==> src/rtl/wasd_key_filter_pkg.sv <==
// Shared key codes, key FSM state encoding and axis winner encoding for the
// WASD key filter.
package key_pkg;

  localparam logic [7:0] KEY_W = 8'h1A;
  localparam logic [7:0] KEY_A = 8'h04;
  localparam logic [7:0] KEY_S = 8'h16;
  localparam logic [7:0] KEY_D = 8'h07;

  typedef enum logic [1:0] {IDLE, PRESS_PEND, HELD, REL_PEND} key_state_t;

  typedef enum logic [1:0] {NONE, NEG, POS} axis_t;

  function automatic logic key_present(input logic [15:0] kc, input logic [7:0] code);
    return (kc[15:8] == code) || (kc[7:0] == code);
  endfunction

endpackage

==> src/rtl/wasd_key_filter_if.sv <==
// Frame-rate keyboard input and filtered motion output bundle.
interface wasd_key_filter_if;
  logic        frame_tick;
  logic [15:0] keycode;
  logic [15:0] keycode_out;
  logic [9:0]  x_motion;
  logic [9:0]  y_motion;
  logic        motion_upd;
  logic [3:0]  key_held;

  modport master (
    output frame_tick, keycode,
    input  keycode_out, x_motion, y_motion, motion_upd, key_held
  );

  modport slave (
    input  frame_tick, keycode,
    output keycode_out, x_motion, y_motion, motion_upd, key_held
  );
endinterface

==> src/rtl/wasd_key_filter_key_debounce.sv <==
// Per-key frame-tick debouncer. held_nxt/rise look one edge ahead so the top
// level can register its outputs on the same edge as the FSM.
//
// state      | meaning
// IDLE       | key released and stable
// PRESS_PEND | key seen present, counting toward acceptance
// HELD       | key accepted as pressed
// REL_PEND   | key seen absent, counting toward release
module key_debounce
  import key_pkg::*;
#(
  parameter int unsigned DEBOUNCE_FRAMES = 2
) (
  input  logic Clk,
  input  logic Reset_n,
  input  logic tick,
  input  logic present,
  output logic held,
  output logic held_nxt,
  output logic rise
);

  localparam logic [1:0] DF = 2'(DEBOUNCE_FRAMES);

  key_state_t state, state_nxt;
  logic [1:0] cnt, cnt_nxt;
  logic [1:0] cnt_inc;

  assign cnt_inc = cnt + 2'd1;

  always_ff @(posedge Clk) begin
    if (!Reset_n) begin
      state <= IDLE;
      cnt   <= 2'd0;
    end else begin
      state <= state_nxt;
      cnt   <= cnt_nxt;
    end
  end

  always_comb begin
    state_nxt = state;
    cnt_nxt   = cnt;
    rise      = 1'b0;
    if (tick) begin
      case (state)
        IDLE: if (present) begin
          if (DF == 2'd1) begin
            state_nxt = HELD;
            rise      = 1'b1;
          end else begin
            state_nxt = PRESS_PEND;
            cnt_nxt   = 2'd1;
          end
        end
        PRESS_PEND: if (present) begin
          if (cnt_inc == DF) begin
            state_nxt = HELD;
            cnt_nxt   = 2'd0;
            rise      = 1'b1;
          end else begin
            cnt_nxt = cnt_inc;
          end
        end else begin
          state_nxt = IDLE;
          cnt_nxt   = 2'd0;
        end
        HELD: if (!present) begin
          if (DF == 2'd1) begin
            state_nxt = IDLE;
          end else begin
            state_nxt = REL_PEND;
            cnt_nxt   = 2'd1;
          end
        end
        REL_PEND: if (!present) begin
          if (cnt_inc == DF) begin
            state_nxt = IDLE;
            cnt_nxt   = 2'd0;
          end else begin
            cnt_nxt = cnt_inc;
          end
        end else begin
          // a bounce back to present is not a fresh press, so no rise
          state_nxt = HELD;
          cnt_nxt   = 2'd0;
        end
        default: begin
          state_nxt = IDLE;
          cnt_nxt   = 2'd0;
        end
      endcase
    end
  end

  assign held     = (state == HELD) || (state == REL_PEND);
  assign held_nxt = (state_nxt == HELD) || (state_nxt == REL_PEND);

endmodule

==> src/rtl/wasd_key_filter.sv <==
// WASD keyboard filter: debounces four keys at frame rate, arbitrates each
// opposing pair by most-recent press, and registers code/motion outputs.
module wasd_key_filter
  import key_pkg::*;
#(
  parameter int unsigned DEBOUNCE_FRAMES = 2,
  parameter logic [9:0]  STEP            = 10'd1
) (
  input logic               Clk,
  input logic               Reset_n,
  wasd_key_filter_if.slave  bus
);

  // index 3..0 = W, A, S, D
  logic [3:0] present, held, held_nxt, rise;
  axis_t      x_win, y_win, x_win_nxt, y_win_nxt;

  assign present = {key_present(bus.keycode, KEY_W), key_present(bus.keycode, KEY_A),
                    key_present(bus.keycode, KEY_S), key_present(bus.keycode, KEY_D)};

  for (genvar i = 0; i < 4; i++) begin : g_key
    key_debounce #(.DEBOUNCE_FRAMES(DEBOUNCE_FRAMES)) u_deb (
      .Clk      (Clk),
      .Reset_n  (Reset_n),
      .tick     (bus.frame_tick),
      .present  (present[i]),
      .held     (held[i]),
      .held_nxt (held_nxt[i]),
      .rise     (rise[i])
    );
  end

  // Simultaneous rise neutralises the axis; NONE then sticks while both stay held.
  function automatic axis_t arbitrate(input axis_t cur, input logic neg_h, input logic pos_h,
                                      input logic neg_r, input logic pos_r);
    if (neg_r && pos_r) return NONE;
    if (neg_r)          return NEG;
    if (pos_r)          return POS;
    if (neg_h && pos_h) return cur;
    if (neg_h)          return NEG;
    if (pos_h)          return POS;
    return NONE;
  endfunction

  function automatic logic [9:0] motion_of(input axis_t w);
    case (w)
      NEG:     return ~STEP + 10'd1;
      POS:     return STEP;
      default: return 10'd0;
    endcase
  endfunction

  function automatic logic [7:0] code_of(input axis_t w, input logic [7:0] neg_code,
                                         input logic [7:0] pos_code);
    case (w)
      NEG:     return neg_code;
      POS:     return pos_code;
      default: return 8'h00;
    endcase
  endfunction

  assign x_win_nxt = arbitrate(x_win, held_nxt[2], held_nxt[0], rise[2], rise[0]);
  assign y_win_nxt = arbitrate(y_win, held_nxt[3], held_nxt[1], rise[3], rise[1]);

  always_ff @(posedge Clk) begin
    if (!Reset_n) begin
      x_win           <= NONE;
      y_win           <= NONE;
      bus.keycode_out <= 16'h0000;
      bus.x_motion    <= 10'd0;
      bus.y_motion    <= 10'd0;
      bus.motion_upd  <= 1'b0;
      bus.key_held    <= 4'b0000;
    end else begin
      bus.motion_upd <= bus.frame_tick;
      if (bus.frame_tick) begin
        x_win           <= x_win_nxt;
        y_win           <= y_win_nxt;
        bus.keycode_out <= {code_of(x_win_nxt, KEY_A, KEY_D), code_of(y_win_nxt, KEY_W, KEY_S)};
        bus.x_motion    <= motion_of(x_win_nxt);
        bus.y_motion    <= motion_of(y_win_nxt);
        bus.key_held    <= held_nxt;
      end
    end
  end

endmodule

==> src/flat_wrapper.sv <==
// flat-port wrapper written by rule: the top's interface ports become plain ports
module wasd_key_filter_flat import key_pkg::*;
#(
  parameter int unsigned DEBOUNCE_FRAMES = 2,
  parameter logic [9:0]  STEP            = 10'd1
)
  (Clk, Reset_n, bus_frame_tick, bus_keycode, bus_keycode_out, bus_x_motion, bus_y_motion, bus_motion_upd, bus_key_held);
  wasd_key_filter_if bus_i ();
  input logic Clk;
  input logic Reset_n;
  input wire logic [$bits(bus_i.frame_tick)-1:0] bus_frame_tick;
  input wire logic [$bits(bus_i.keycode)-1:0] bus_keycode;
  output wire logic [$bits(bus_i.keycode_out)-1:0] bus_keycode_out;
  output wire logic [$bits(bus_i.x_motion)-1:0] bus_x_motion;
  output wire logic [$bits(bus_i.y_motion)-1:0] bus_y_motion;
  output wire logic [$bits(bus_i.motion_upd)-1:0] bus_motion_upd;
  output wire logic [$bits(bus_i.key_held)-1:0] bus_key_held;
  assign bus_i.frame_tick = bus_frame_tick;
  assign bus_i.keycode = bus_keycode;
  assign bus_keycode_out = bus_i.keycode_out;
  assign bus_x_motion = bus_i.x_motion;
  assign bus_y_motion = bus_i.y_motion;
  assign bus_motion_upd = bus_i.motion_upd;
  assign bus_key_held = bus_i.key_held;
  wasd_key_filter #(.DEBOUNCE_FRAMES(DEBOUNCE_FRAMES), .STEP(STEP)) u_core (.Clk(Clk), .Reset_n(Reset_n), .bus(bus_i));
endmodule
==> config.mk <==
export PLATFORM = sky130hd
export DESIGN_NAME = wasd_key_filter_flat
export DESIGN_NICKNAME = d
export VERILOG_FILES = /design/src/rtl/wasd_key_filter_pkg.sv /design/src/rtl/wasd_key_filter_if.sv /design/src/rtl/wasd_key_filter_key_debounce.sv /design/src/rtl/wasd_key_filter.sv /design/src/flat_wrapper.sv
export SDC_FILE = /design/constraint.sdc
export NUM_CORES = 1
export LEC_CHECK = 0
export CORE_MARGIN = 10
export CORE_UTILIZATION = 42
export CTS_CLUSTER_DIAMETER = 60
export DETAILED_ROUTE_END_ITERATION = 10
export PLACE_DENSITY = 0.88
export SETUP_SLACK_MARGIN = 0.2
export SLEW_MARGIN = 20
export SYNTH_ARGS = -nofsm -noshare
export SYNTH_HDL_FRONTEND = slang
export SYNTH_HIERARCHICAL = 1
export SYNTH_SLANG_ARGS = --single-unit
==> constraint.sdc <==
create_clock -name Clk -period 2.8 [get_ports Clk]
set_input_delay 0.56 -clock Clk [delete_from_list [all_inputs] [get_ports Clk]]
set_output_delay 0.56 -clock Clk [all_outputs]
set_load 0.02 [all_outputs]
---- Yosys cells after proc, flatten, opt, wreduce, memory -nomap -nowiden ----
Cells that the tools add are included.
word-level totals
  register bits ........................... 61
  input bits .............................. 19
  output and inout bits ................... 41
  logic and storage cells ................. 227
cells by class
  add/sub/neg operators ................... 4
  equality and inequality tests ........... 44
  muxes and demuxes ....................... 144
  reductions and logical operators ........ 20
operator list
  kind                                            number
  two-way mux 2 bit                               74
  one-hot mux 2 bit (4 select lines)              8
  two-way mux 1 bit                               58
  == test 2 bit (second input constant)           22
  one-hot mux 10 bit (2 select lines)             2
  == test 8 x 3 -> 1 bit (second input constant)  4
  == test 8 x 5 -> 1 bit (second input constant)  4
  != test 2 bit (second input constant)           8
  == test 2 x 1 -> 1 bit (second input constant)  6
  AND reduction 3 bit                             4
  one-hot mux 5 bit (2 select lines)              1
  adder 2 x 1 -> 2 bit (second input constant)    4
  zero test 2 bit                                 4
  logical OR 1 bit                                8
  one-hot mux 3 bit (2 select lines)              1
  logical AND 1 bit                               4

---- Logic depth before layout (Yosys ltp) ----
  depth after elaboration ................. 31
  depth in mapped cells ................... 10
  mapped depth without buffers ............ 10

---- Modules after synthesis ----
Netlist, hierarchy kept.
by module, submodules not included
  module           instances  cells each  area an instance (um2)  seq. area each (um2)
  wasd_key_filter  1          122         1052.3                  300.3
  key_debounce     4          20          200.2                   80.1

---- Worst setup path before layout ----
OpenSTA, ideal clock, no wires.
  path type ............................... input -> register
  from .................................... in bus_keycode[4]
  to ...................................... reg u_core.bus.x_motion[0]
  library setup time ...................... 116 ps
  arrival time ............................ 2816 ps
  data required time ...................... 2684 ps
  slack ................................... -132 ps
  stages .................................. 9
  buffers on the path ..................... 0
  cell sequence ........................... or4_4 or4_1 o31ai_1 nor3b_1 a21oi_1 or2_2 ha_1 nand2_1 o211a_1
on the way
  elaborated cells on any way between the ends .. 66
  those cells by class .................... 8 x eq/ne; 52 x mux; 6 x reduce/logical
RTL lines
  what                                                            RTL line                            source
  from (decl)                                                     flat_wrapper.sv:12                  input wire logic [$bits(bus_i.keycode)-1:0] bus_keycode;
  == test 8 x 3 -> 1 bit (*)                                      wasd_key_filter_pkg.sv:15           return (kc[15:8] == code) || (kc[7:0] == code);
  logical OR 1 bit (*)                                            wasd_key_filter_pkg.sv:15
  named net u_core.present[2]                                     wasd_key_filter.sv:15               logic [3:0] present, held, held_nxt, rise;
  two-way mux 1 bit (*)                                           wasd_key_filter_key_debounce.sv:56  PRESS_PEND: if (present) begin
  two-way mux 1 bit (*)                                           wasd_key_filter_key_debounce.sv:46  case (state)
  two-way mux 1 bit (*)                                           wasd_key_filter_key_debounce.sv:45  if (tick) begin
  named net u_core.rise[2]                                        wasd_key_filter.sv:15
  two-way mux 2 bit (2 in a row)                                  wasd_key_filter.sv:37               if (neg_r) return NEG;
  [4 not listed]                                                  --
  two-way mux 2 bit                                               wasd_key_filter.sv:42               return NONE;
  two-way mux 2 bit                                               wasd_key_filter.sv:41               if (pos_h) return POS;
  two-way mux 2 bit                                               wasd_key_filter.sv:40               if (neg_h) return NEG;
  two-way mux 2 bit                                               wasd_key_filter.sv:39               if (neg_h && pos_h) return cur;
  two-way mux 2 bit                                               wasd_key_filter.sv:38               if (pos_r) return POS;
  two-way mux 2 bit (*)                                           wasd_key_filter.sv:37
  == test 2 bit / == test 2 x 1 -> 1 bit (equally long branches)  wasd_key_filter.sv:46               case (w)
  one-hot mux 10 bit (2 select lines) (*)                         wasd_key_filter.sv:46
  to (signal assigned)                                            wasd_key_filter.sv:80               bus.x_motion <= motion_of(x_win_nxt);
  to (decl)                                                       wasd_key_filter_if.sv:18            output keycode_out, x_motion, y_motion, motion_upd, key_held
The timed path passes the listed nets; every way through them passes the cells marked *. The select of a mux whose other input is x is not followed.
A chain may end at the register's enable or synchronous reset.

---- Final worst setup path ----
  from .................................... in bus_keycode[2]
  to ...................................... reg u_core.bus.x_motion[0]
The elaborated chain is that of the path after synthesis.

==> summary.txt <==
Drt
  – Routed len/inst: 13.75 µm
  – DR DRC count: 0
  – Vias: 1,517
  – Number of nets with antenna violations after routing: 0
  – Pre-antenna DRT Iters: 4
  – WL final: 4126 µm
  – Vias per cell: 5.057
  – Starting DRC count in detailed routing: 59

Critical path
  – Crit Path Max Fanout: 3
  – Crit end category: flip-flop
  – Reg2reg path depth: 8
  – WP data required: 2.97 ns
  – R2r endpoint: u_core/bus.y_motion[0]
  – Worst setup path class: in2reg
  – CP Launch Type: input pin
  – Worst reg2reg path startpoint: u_core/g_key[1].u_deb/state[0]
  – WP data arrival: 2.70 ns
  – R2r setup slk: 0.89 ns

Clock network
  – CTS Hold Bufs: 0
  – Clk sinks: 31
  – Num CTS Buffers: 5
  – Longest Clk Path Bufs: 2
  – Post-CTS setup buffer count: 0
  – Clk root buf: clkbuf_8
  – H-tree level count: 2
  – CTS tree: done
  – Clk slew on worst S/H paths: 0.06 ns
  – Clk_lat worst skew: 0.29 ns

STA
  – Final Skew: 0.008861 ns
  – Final min period: 2.524 ns
  – WHS: 0.4498 ns
  – Max-slew violation count: 0
  – Slew margin rel.: 39.66%
  – Crit share post-route: 90.13%
  – RSZ-0062 raised after global routing: true
  – Achievable frequency: 396.3 MHz
  – Measured slew at the worst slew-check pin: 0.9023 ns
  – Final Hold Vio Count: 0
  – Final number of setup-violating endpoints: 0

Logic synthesis
  – Mapped Cells: 198
  – Syn_area_per_cell: 9.283 µm²
  – Yosys warns: 6
  – Post-synthesis cell area: 1838 µm²

Floorplan
  – Initial Util: 44.66%
  – Total Die Area: 7423 µm²
  – Ports: 60
  – Die height: 86.16 µm
  – Site row count: 23
  – Core area: 4115 µm²
  – Die X: 86.16 µm

Global route
  – Pin count of the biggest net entering global routing: 28
  – Total gr overflow: 0
  – First-pass GRT wire length: 6824 µm
  – Initial antenna violation count: 0
  – Total GRT Usage: 11.13%
  – Vias in the first global route: 1,498

Layout
  – Multi-input gate area: 1074 µm²
  – Register area: 620.6 µm²
  – Finished Layout Cells: 300
  – Nets: 272
  – Share of layout cells above drive strength 1: 23.20%
  – Area Growth Syn to Fin: 34.92%
  – Layout filler cell count: 358
  – Ant diodes: 0

Worst hold path
  – Hold path depth: 1
  – Hold endpoint: u_core/g_key[0].u_deb/cnt[1]
  – HP Class: reg2reg
  – Hold path startpoint: u_core/g_key[0].u_deb/cnt[1]

Run
  – Max-cap violations: 0

Power
  – Static Leak: 0.9949 nW
  – Worst VDD drop: 241.8 µV
  – Pwr/cell area: 358.6 nW/µm²

Place
  – Placer Congestion: 0.7239
  – Port Buf Inserts: 50
  – Post-placement cell count: 292
  – Final HPWL DP: 3191 µm

Status
  – Status: completed
==> cells in the final DEF, fill, tap and decap left out, types with 2 or more instances in the layout <==
cell             instances
and2_4                   4
nand4b_2                 4
conb_1                   9
o221ai_1                 4
o211a_1                  2
or4_4                    2
clkdlybuf4s50_1         45
nand3b_1                 5
a21oi_2                  2
clkbuf_8                 5
o2111a_1                 4
o21bai_1                 4
or2_2                    3
buf_4                   19
clkbuf_1                 2
xor2_1                   4
a21boi_1                 4
o211ai_1                 4
mux2_4                   4
nor2_1                   4
a21oi_1                 10
nor3_1                   2
inv_1                    5
nand3_1                  5
nor3b_2                  3
mux2i_1                  8
nor2b_1                 10
buf_2                    4
nand2_1                 12
nand2b_1                 9
dfxtp_1                 31
ha_1                     3
==> where the power goes <==
part | total, mW | switching, mW | internal [mW]
registers | 0.455 | 0.00594 | 0.449
clock network | 0.332 | 0.158 | 0.174
logic | 0.102 | 0.0538 | 0.0486
==> stage by stage <==
step / instance area (µm²) / util [%] / TNS (ns) / setup slack (ns) / power (mW)
floorplan: 1921 / - / 0 / 0.1121 / 0.5222
global placement: 2384 / 57.92 / -0.8562 / -0.2812 / 0.5645
detailed placement: 2384 / 57.92 / -1.241 / -0.3202 / 0.5669
CTS: 2459 / 59.74 / 0 / 0.1965 / 0.9011
global route: 2480 / 60.26 / 0 / 0.1559 / 0.9263
finish: 2480 / 60.26 / 0 / 0.2764 / 0.8892
==> worst max-delay path, stage by stage <==
cell and delay, ns:
clkdlybuf4s50_1 0.52, nand2b_4 0.07, or4_4 0.49, o31ai_4 0.08, nor3b_4 0.25, a21oi_2 0.06, or2_4 0.26, ha_4 0.25
nand2_1 0.04, o211a_1 0.10
==> metal layers <==
layer	GRT usage (%)	part of all wire, %
met5	0	0
met4	4.641	1.9
met3	4.825	5.8
met2	19.68	53
met1	11.09	39
==> sequential cells by signal, summed over array words and instances (netlist names) <==
| register | count |
|---|---|
| u_core/g_key.u_deb/cnt | 8 |
| u_core/g_key.u_deb/state | 8 |
| u_core/bus.key_held | 4 |
| u_core/bus.keycode_out | 2 |
| u_core/bus.x_motion | 2 |
| u_core/bus.y_motion | 2 |
| u_core/x_win | 2 |
| u_core/y_win | 2 |
| u_core/bus.motion_upd | 1 |
==> final cells by class <==
class                           instances  area share, %
Multi-Input combinational cell        137          43.29
Tap cell                               50          2.523
Timing Repair Buffer                   69          25.13
Sequential cell                        31          25.03
Clock buffer                            7          3.078
Clock inverter                          1         0.2018
Inverter                                5         0.7568
==> worst max-delay path by stage <==
stage                    from                endpoint  slack (ns)
2_1_floorplan  bus_keycode[4]  u_core/bus.x_motion[0]        0.11
3_3_place_gp   bus_keycode[4]  u_core/bus.x_motion[0]       -0.28
3_5_place_dp   bus_keycode[4]  u_core/bus.x_motion[0]       -0.32
4_1_cts        bus_keycode[6]  u_core/bus.x_motion[0]        0.20
5_1_grt        bus_keycode[0]  u_core/bus.y_motion[0]        0.16
6_report       bus_keycode[2]  u_core/bus.x_motion[0]        0.28
==> repair_timing <==
action                                  in CTS  in global routing
gates cloned                                 0                  0
endpoints found under the setup margin       5                  6
gates resized for setup                     16                  4
pin swaps                                    4                  1
(Power assumes the default switching activity.)
